$ cat config.mk
export PLATFORM = sky130hd
export DESIGN_NAME = instruction_fetch_unit_flat
export DESIGN_NICKNAME = d
export VERILOG_FILES = /design/src/rtl/instruction_fetch_unit_if.sv /design/src/rtl/instruction_fetch_unit.sv /design/src/flat_wrapper.sv
export SDC_FILE = /design/constraint.sdc
export NUM_CORES = 1
export LEC_CHECK = 0
export CORE_MARGIN = 3
export CORE_UTILIZATION = 52
export DETAILED_ROUTE_END_ITERATION = 12
export GPL_TIMING_DRIVEN = 0
export PLACE_DENSITY = 0.89
export SYNTH_ARGS = -nofsm -noshare
export SYNTH_HDL_FRONTEND = slang
export SYNTH_SLANG_ARGS = --single-unit
$ cat constraint.sdc
create_clock -name clk -period 3.2 [get_ports clk]
set_input_delay 0.48 -clock clk [delete_from_list [all_inputs] [get_ports clk]]
set_output_delay 0.48 -clock clk [all_outputs]
set_load 0.02 [all_outputs]
$ cat src/rtl/instruction_fetch_unit_if.sv
// Instruction-memory fetch channel: a request/acknowledge pair carrying a word
// address out and an instruction word back, with variable response latency.
interface instruction_fetch_unit_if #(
    parameter int N = 32
);
    logic         imem_req;
    logic [N-1:0] imem_addr;
    logic         imem_ack;
    logic [N-1:0] imem_rdata;

    modport master (
        output imem_req,
        output imem_addr,
        input  imem_ack,
        input  imem_rdata
    );

    modport slave (
        input  imem_req,
        input  imem_addr,
        output imem_ack,
        output imem_rdata
    );
endinterface

$ cat src/rtl/instruction_fetch_unit.sv
// Fetch stage: owns the PC, talks to instruction memory over req/ack and loads
// the IF/ID register, with stall back-pressure and redirect flush.
module instruction_fetch_unit #(
    parameter int           N        = 32,
    parameter logic [N-1:0] RESET_PC = '0
) (
    input  logic                      clk,
    input  logic                      rst,
    instruction_fetch_unit_if.master  imem,
    input  logic                      stall,
    input  logic                      redirect,
    input  logic [N-1:0]              redirect_pc,
    output logic [N-1:0]              IFID_Instruction,
    output logic [N-1:0]              IFID_PC,
    output logic                      IFID_Valid
);

    typedef enum logic [1:0] {
        REQ  = 2'd0,
        DROP = 2'd1,
        HELD = 2'd2
    } state_e;

    state_e       state_q;
    logic [N-1:0] fetchPc_q;
    logic [N-1:0] nextPc_q;
    logic [N-1:0] bufInstr_q;
    logic [N-1:0] bufPc_q;
    logic [N-1:0] ifidInstr_q;
    logic [N-1:0] ifidPc_q;
    logic         ifidValid_q;

    logic [N-1:0] redirectPcAligned;
    logic [N-1:0] fetchPcPlus4;
    logic         ifidCanLoad;

    assign redirectPcAligned = {redirect_pc[N-1:2], 2'b00};
    assign fetchPcPlus4      = fetchPc_q + N'(4);
    assign ifidCanLoad       = !ifidValid_q || !stall;

    assign imem.imem_req  = ((state_q == REQ) || (state_q == DROP)) && !rst;
    assign imem.imem_addr = fetchPc_q;

    assign IFID_Instruction = ifidInstr_q;
    assign IFID_PC          = ifidPc_q;
    assign IFID_Valid       = ifidValid_q;

    always_ff @(posedge clk) begin
        if (rst) begin
            state_q     <= REQ;
            fetchPc_q   <= RESET_PC;
            nextPc_q    <= RESET_PC;
            bufInstr_q  <= '0;
            bufPc_q     <= '0;
            ifidInstr_q <= '0;
            ifidPc_q    <= '0;
            ifidValid_q <= 1'b0;
        end else begin
            case (state_q)
                REQ: begin
                    if (imem.imem_ack) begin
                        if (redirect) begin
                            fetchPc_q <= redirectPcAligned;
                        end else begin
                            fetchPc_q <= fetchPcPlus4;
                            if (ifidCanLoad) begin
                                ifidInstr_q <= imem.imem_rdata;
                                ifidPc_q    <= fetchPc_q;
                                ifidValid_q <= 1'b1;
                            end else begin
                                bufInstr_q <= imem.imem_rdata;
                                bufPc_q    <= fetchPc_q;
                                state_q    <= HELD;
                            end
                        end
                    end else if (redirect) begin
                        // The pending request must keep its address until acked,
                        // so the new target waits in nextPc_q.
                        nextPc_q <= redirectPcAligned;
                        state_q  <= DROP;
                    end
                end
                DROP: begin
                    if (imem.imem_ack) begin
                        fetchPc_q <= redirect ? redirectPcAligned : nextPc_q;
                        state_q   <= REQ;
                    end else if (redirect) begin
                        nextPc_q <= redirectPcAligned;
                    end
                end
                HELD: begin
                    if (redirect) begin
                        fetchPc_q <= redirectPcAligned;
                        state_q   <= REQ;
                    end else if (!stall) begin
                        ifidInstr_q <= bufInstr_q;
                        ifidPc_q    <= bufPc_q;
                        ifidValid_q <= 1'b1;
                        state_q     <= REQ;
                    end
                end
                default: begin
                    state_q <= REQ;
                end
            endcase

            // Flush wins over any load made in the same cycle.
            if (redirect) begin
                ifidValid_q <= 1'b0;
            end
        end
    end

endmodule
$ cat src/flat_wrapper.sv
// flat-port wrapper written by rule: the top's interface ports become plain ports
module instruction_fetch_unit_flat 
#(
    parameter int           N        = 32,
    parameter logic [N-1:0] RESET_PC = '0
)
  (clk, rst, stall, redirect, redirect_pc, IFID_Instruction, IFID_PC, IFID_Valid, imem_imem_req, imem_imem_addr, imem_imem_ack, imem_imem_rdata);
  instruction_fetch_unit_if #(.N(N)) imem_i ();
  input  logic clk;
  input  logic rst;
  input  logic stall;
  input  logic redirect;
  input  logic [N-1:0] redirect_pc;
  output logic [N-1:0] IFID_Instruction;
  output logic [N-1:0] IFID_PC;
  output logic IFID_Valid;
  output wire logic [$bits(imem_i.imem_req)-1:0] imem_imem_req;
  output wire logic [$bits(imem_i.imem_addr)-1:0] imem_imem_addr;
  input wire logic [$bits(imem_i.imem_ack)-1:0] imem_imem_ack;
  input wire logic [$bits(imem_i.imem_rdata)-1:0] imem_imem_rdata;
  assign imem_imem_req = imem_i.imem_req;
  assign imem_imem_addr = imem_i.imem_addr;
  assign imem_i.imem_ack = imem_imem_ack;
  assign imem_i.imem_rdata = imem_imem_rdata;
  instruction_fetch_unit #(.N(N), .RESET_PC(RESET_PC)) u_core (.clk(clk), .rst(rst), .imem(imem_i), .stall(stall), .redirect(redirect), .redirect_pc(redirect_pc), .IFID_Instruction(IFID_Instruction), .IFID_PC(IFID_PC), .IFID_Valid(IFID_Valid));
endmodule
==> metrics.csv, run 1 <==
metric;value;unit
synthToLayoutAreaGrowth;28.2;%
slew_violations;0;
antenna_found_initial;0;
ys_async_sr_fraction;0;%
mappedNetlistArea;8750;sq um
numClockSinks;195;
cts_setup_buffers;0;
grt-ovfl-total;0;
route.met2.wl;12600;microns
fin_util;69.3;%
synth_seq_cells;195;
crit_fanout;10;
wl_met1;10800;microns
coreArea;16200;sq um
relSlewSlack;46.9;%
ys_seq_area_share;44.6;%
cts_htree_levels;4;
final.setup.tns;0;ns
cpPeakStageDelay;0.46;ns
yosysWarnings;0;
criticalPathCategory;flop to flop;
outcome;finished clean;
viasPerCell;5.96;
gp_congestion;0.931;
cts.hold.buffers_added;0;
cts_buffers;17;
vdd_drop_max;401;uV
die_h;136;microns
worstSetupStartpointType;flop;
setup_viol;0;
post_cts_resize_count;0;
synth.avg_cell_area;8.32;sq um
finalNetCount;1307;
wl_met3;2390;microns
multi_input_area;4360;sq um
cp_num_buf_inv;4;
vias;8708;
worstPathCellList;inv_1 > ha_1 > buf_2 > o21ba_2 > or3_1 > buf_2 > buf_2 > a221oi_1 > a211oi_1;
fin_skew;0.0171;ns
hold_viol_final;0;
min_period_over_period;88.0;%
die_area;18400;sq um
drt-wirelength-per-cell;18.3;microns
port_buffers;163;
end_kind;flop;
syn_inst;1051;
fmax;355;MHz
drive_gt1_share;6.90;%
path_clk_slew;0.08;ns
crit_top_cell;buf_2;
grt_first_pass_wirelength;42100;microns
num_rows;46;
synth_edf_count;0;
dr.pass1.iters;7;
yosysUniqueCellTypes;64;
worstPathArrival;3.12;ns
leakagePower;0.00379;uW
die_w;136;microns
cts_tree;built;
worstMarginPinSlew;0.797;ns
hold_path_class;flop to flop;
syn_nets;1125;
regArea;3900;sq um
clockBufferDepth;2;
crit_family;compound AO/OA/AOI/OAI gates;
synth_ff_type;dfxtp_1;
rsz0062_at_grt;no;
insertion_delay;0.45;ns
n_antenna_cell;0;
max-cap-violations;0;
ant_nets;0;
wl;26700;microns
nFillCells;1262;
initial_core_util;54.1;%
grt_pass1_vias;8162;
worstPathRequired;3.51;ns
dp_hpwl;19400;microns
cp_slowest_cell;dfxtp_1;
grtUsageTotal;28.8;%
power.density;554;nW/um^2
first_iter_violations;1008;
grt_max_degree;17;
pin_count;167;
period_minus_slack;2.82;ns
cts-root-buf;clkbuf_16;
drc_errors;0;
top_layer_used;met4;
-- through the flow --
| step | instances | setup slack (ns) | hold WS [ns] | cell area (sq um) | power, uW |
|---|---|---|---|---|---|
| 2_1_floorplan | 1051 | 0.829 | 0.436 | 8750 | 3550 |
| 3_3_place_gp | 1430 | 0.295 | 0.441 | 10600 | 4120 |
| 3_5_place_dp | 1430 | 0.273 | 0.447 | 10600 | 4160 |
| 4_1_cts | 1462 | 0.423 | 0.456 | 11200 | 6180 |
| 5_1_grt | 1462 | 0.281 | 0.471 | 11200 | 6430 |
| 6_report | 1462 | 0.385 | 0.453 | 11200 | 6210 |
-- state kept, by name, indices dropped and copies added, names as in the netlist --
signal                   count
u_core.imem.imem_addr       32
u_core.bufInstr_q           32
u_core.state_q               2
u_core.nextPc_q             32
u_core.IFID_Instruction     32
u_core.IFID_PC              32
u_core.bufPc_q              32
u_core.IFID_Valid            1
-- power breakdown --
group	switching, uW	leakage (uW)	internal [uW]
combinational	793	0.00192	604
sequential	153	0.00159	2590
clock	953	0.000274	1120
-- synth_stat cells (all sizes together) (2+ instances only) --
cell	count	area, sq um
nand2	213	800
dfxtp	195	3900
a21oi	120	601
nor2	94	353
a211oi	76	571
mux2i	69	691
clkbuf	59	231
buf	35	204
nor3	19	123
nand3	17	85.1
o21ai	16	80.1
a221oi	15	149
inv	11	41.3
a221o	8	87.6
o21a	8	60.1
or3	7	55.1
a22o	6	57.6
a31oi	6	37.5
and2	6	41.3
and3	6	37.5
nand4	6	43.8
nor4	6	37.5
ha	5	62.6
nand2b	5	31.3
xnor2	5	43.8
and4	4	35.0
a311oi	3	26.3
nor3b	3	22.5
o211ai	3	22.5
a211o	2	17.5
a41o	2	20.0
o22ai	2	12.5
o311a	2	20.0
or4	2	15.0
-- area by class of cell --
type	count	area share [%]
Tap cell	216	2.41
Clock buffer	21	4.11
Inverter	12	0.402
Buffer	94	3.88
Clock inverter	11	0.926
Sequential cell	195	34.8
Multi-Input combinational cell	750	38.9
Timing Repair Buffer	163	14.6
-- worst register-to-register path: stages (launching register included) --
cell      delay [ns]
dfxtp_1         0.46
inv_1           0.12
ha_1            0.22
buf_2           0.17
o21ba_2         0.25
or3_1           0.46
buf_2           0.24
buf_2           0.23
a221oi_1        0.39
a211oi_1        0.13
-- metal layers --
layer	track usage (%)	up-vias
met4	12.0	0
met2	47.6	466
met3	5.61	78
li1	-	4064
met1	37.1	4100
met5	0	-
-- worst paths after layout --
path | from | endpoint | slack (ns) | depth (start not counted)
worst min register to register | u_core.bufPc_q[0]$_SDFFE_PP0P_ | u_core.bufPc_q[0]$_SDFFE_PP0P_ | 0.45 | 2
worst min-delay path | u_core.bufPc_q[0]$_SDFFE_PP0P_ | u_core.bufPc_q[0]$_SDFFE_PP0P_ | 0.45 | 2
worst max-delay path | u_core.state_q[0]$_SDFFE_PP0P_ | u_core.imem.imem_addr[24]$_SDFFE_PP0P_ | 0.38 | 9
worst max register to register | u_core.state_q[0]$_SDFFE_PP0P_ | u_core.imem.imem_addr[24]$_SDFFE_PP0P_ | 0.38 | 9
-- kinds of logic after synthesis --
group / Yosys count / share of synthesized area, %
AO/OA/AOI/OAI: 276 / 20.9
XOR/XNOR: 6 / 0.601
AND/OR/NAND/NOR: 393 / 19.6
adder cells (fa/ha/maj): 5 / 0.715
flip-flops: 195 / 44.6
buffers and inverters: 106 / 5.49
multiplexers: 70 / 8.02
-- placed cells by master (no fill, tap or decap), drive strengths merged, types with 2 or more instances in the layout --
cell type,instances
nor2,94
and2,6
a21oi,120
clkdlybuf4s50,163
a221oi,15
xnor2,5
inv,13
a41o,2
a311oi,3
nand2b,5
a221o,8
mux2i,69
o21ai,16
or4,2
clkinv,7
and4,4
a211oi,76
and3,6
a211o,2
o21a,8
nand3,17
o311a,2
o22ai,2
nand2,213
buf,35
ha,5
o211ai,3
clkbuf,80
a31oi,6
nor3b,3
nor3,19
or3,7
clkinvlp,2
dfxtp,195
nand4,6
a22o,6
nor4,6
(Power assumes the default switching activity.)
==> run 2, diff against run 1 <==
- CORE_UTILIZATION: 52 -> 56
- PLACE_DENSITY: 0.89 -> 0.94
- clock period: 3.2 -> 3.3 ns (I/O delays scaled with it)
==> metrics.csv, run 2 (synthesis gave the netlist of run 1 again) <==
metric;value;unit
outcome;finished clean;
initial_core_util;57.3;%
wl;26900;microns
path_clk_slew;0.07;ns
numClockSinks;195;
fmax;356;MHz
die_h;131;microns
mostFrequentLayoutCell;nand2_1;
crit_fanout;10;
period_minus_slack;2.81;ns
synthToLayoutAreaGrowth;28.5;%
nFillCells;1057;
cts_buffers;17;
rrSetupSlack;0.58;ns
rsz0062_at_grt;no;
first_iter_violations;1100;
cts.hold.buffers_added;0;
total_power;6150;uW
max-cap-violations;0;
die_area;17200;sq um
dr.pass1.iters;6;
worstPathRequired;2.80;ns
antenna_found_initial;0;
cp-startpoint;rst;
crit-reg2reg-capture;u_core.imem.imem_addr[25]$_SDFFE_PP0P_;
drive_gt1_share;6.84;%
reg2reg_depth;9;
hold_path_class;flop to flop;
criticalPathCategory;input pin to output pin;
worstMarginPinSlew;0.888;ns
worstPathCellList;buf_2 > clkbuf_1 > clkbuf_1 > nor2_1 > clkdlybuf4s50_1;
r2r-start;u_core.state_q[0]$_SDFFE_PP0P_;
vdd_drop_max;390;uV
worstPathArrival;2.31;ns
cts_htree_levels;4;
worstSetupPathDepth;5;
drc_errors;0;
crit_top_cell;clkbuf_1;
final.setup.tns;0;ns
num_rows;45;
port_buffers;163;
fin_skew;0.00931;ns
power.density;547;nW/um^2
grt-ovfl-total;0;
grtUsageTotal;30.6;%
n_antenna_cell;0;
cts-root-buf;clkbuf_16;
cp_num_buf_inv;4;
end_kind;output pin;
relSlewSlack;40.5;%
viasPerCell;6.14;
leakagePower;0.00381;uW
hold_viol_final;0;
crit_family;buffers and inverters;
setup_viol;0;
drt-wirelength-per-cell;18.5;microns
finalNetCount;1307;
grt_max_degree;17;
cts_setup_buffers;0;
worstSetupStartpointType;input pin;
gp_congestion;0.950;
coreArea;15300;sq um
post_cts_resize_count;0;
cts_tree;built;
vias;8923;
ant_nets;0;
endpoint;imem_imem_req;
slew_violations;0;
insertion_delay;0.44;ns
pin_count;167;
dp_hpwl;19100;microns
layout_common_cells;213 x nand2_1, 195 x dfxtp_1, 163 x clkdlybuf4s50_1;
grt_pass1_vias;8290;
die_w;131;microns
cpPeakStageDelay;0.56;ns
cp_slowest_cell;clkdlybuf4s50_1;
min_period_over_period;85.1;%
clockBufferDepth;2;
grt_first_pass_wirelength;41200;microns
==> run 2: per-stage QoR <==
| step | hold WS (ns) | worst slack [ns] | instance area (sq um) | util [%] | std cells |
|---|---|---|---|---|---|
| after floorplan | 0.436 | 0.929 | 8750 | - | 1051 |
| after global placement | 0.441 | 0.397 | 10600 | 69.7 | 1425 |
| after detailed placement | 0.446 | 0.348 | 10600 | 69.7 | 1425 |
| after CTS | 0.455 | 0.502 | 11200 | 73.7 | 1454 |
| after global routing | 0.468 | 0.378 | 11200 | 73.7 | 1454 |
| final | 0.454 | 0.493 | 11200 | 73.7 | 1454 |
==> run 2: worst register-to-register path, delay by kind of cell (launching register included) <==
kind / cells / cell delay [ns]
buf+inv: 4 / 0.99
compound gates: 2 / 0.51
flops: 1 / 0.44
simple gates: 2 / 0.37
fa+ha+maj: 1 / 0.32
==> run 2: routing by layer <==
metal  share of wire (%)  vias to the layer above  track usage, %
met2                  47                      601            49.9
li1                    -                     4059               -
met5                   0                        -               0
met3                  10                      105            6.59
met1                  39                     4158            38.7
met4                 4.1                        0            14.5
==> run 2: worst min path at each step <==
stage | startpoint | to | slack (ns) | depth (start not counted)
floorplan | u_core.bufInstr_q[0]$_SDFFE_PP0P_ | u_core.bufInstr_q[0]$_SDFFE_PP0P_ | 0.44 | 2
global placement | u_core.bufPc_q[17]$_SDFFE_PP0P_ | u_core.bufPc_q[17]$_SDFFE_PP0P_ | 0.44 | 2
detailed placement | u_core.bufPc_q[23]$_SDFFE_PP0P_ | u_core.bufPc_q[23]$_SDFFE_PP0P_ | 0.45 | 2
CTS | u_core.bufPc_q[23]$_SDFFE_PP0P_ | u_core.bufPc_q[23]$_SDFFE_PP0P_ | 0.46 | 2
global route | u_core.bufPc_q[12]$_SDFFE_PP0P_ | u_core.bufPc_q[12]$_SDFFE_PP0P_ | 0.47 | 2
finish | u_core.bufInstr_q[10]$_SDFFE_PP0P_ | u_core.bufInstr_q[10]$_SDFFE_PP0P_ | 0.45 | 2
==> run 2: cell type report <==
| cell class | count | area, sq um | share of cell area, % |
|---|---|---|---|
| sequential | 195 | 3900 | 34.7 |
| buffer | 94 | 435 | 3.87 |
| inverter | 12 | 45.0 | 0.401 |
| clock inverter | 9 | 130 | 1.16 |
| multi-input combinational | 750 | 4360 | 38.8 |
| timing repair buffer | 163 | 1630 | 14.5 |
| clock buffer | 20 | 467 | 4.15 |
| tap | 211 | 264 | 2.35 |
==> run 2: report_power, final <==
part           switching [uW]  leakage (uW)  internal [uW]  total [uW]
Sequential                152       0.00159           2510        2660
Combinational             766       0.00192            585        1350
Clock                     891      0.000294           1240        2130
==> run 3, diff against run 2 <==
- SKIP_LAST_GASP: not set -> 1
==> results of run 3 <==
No change in the layout: final DEF, timing and power equal those of run 2.
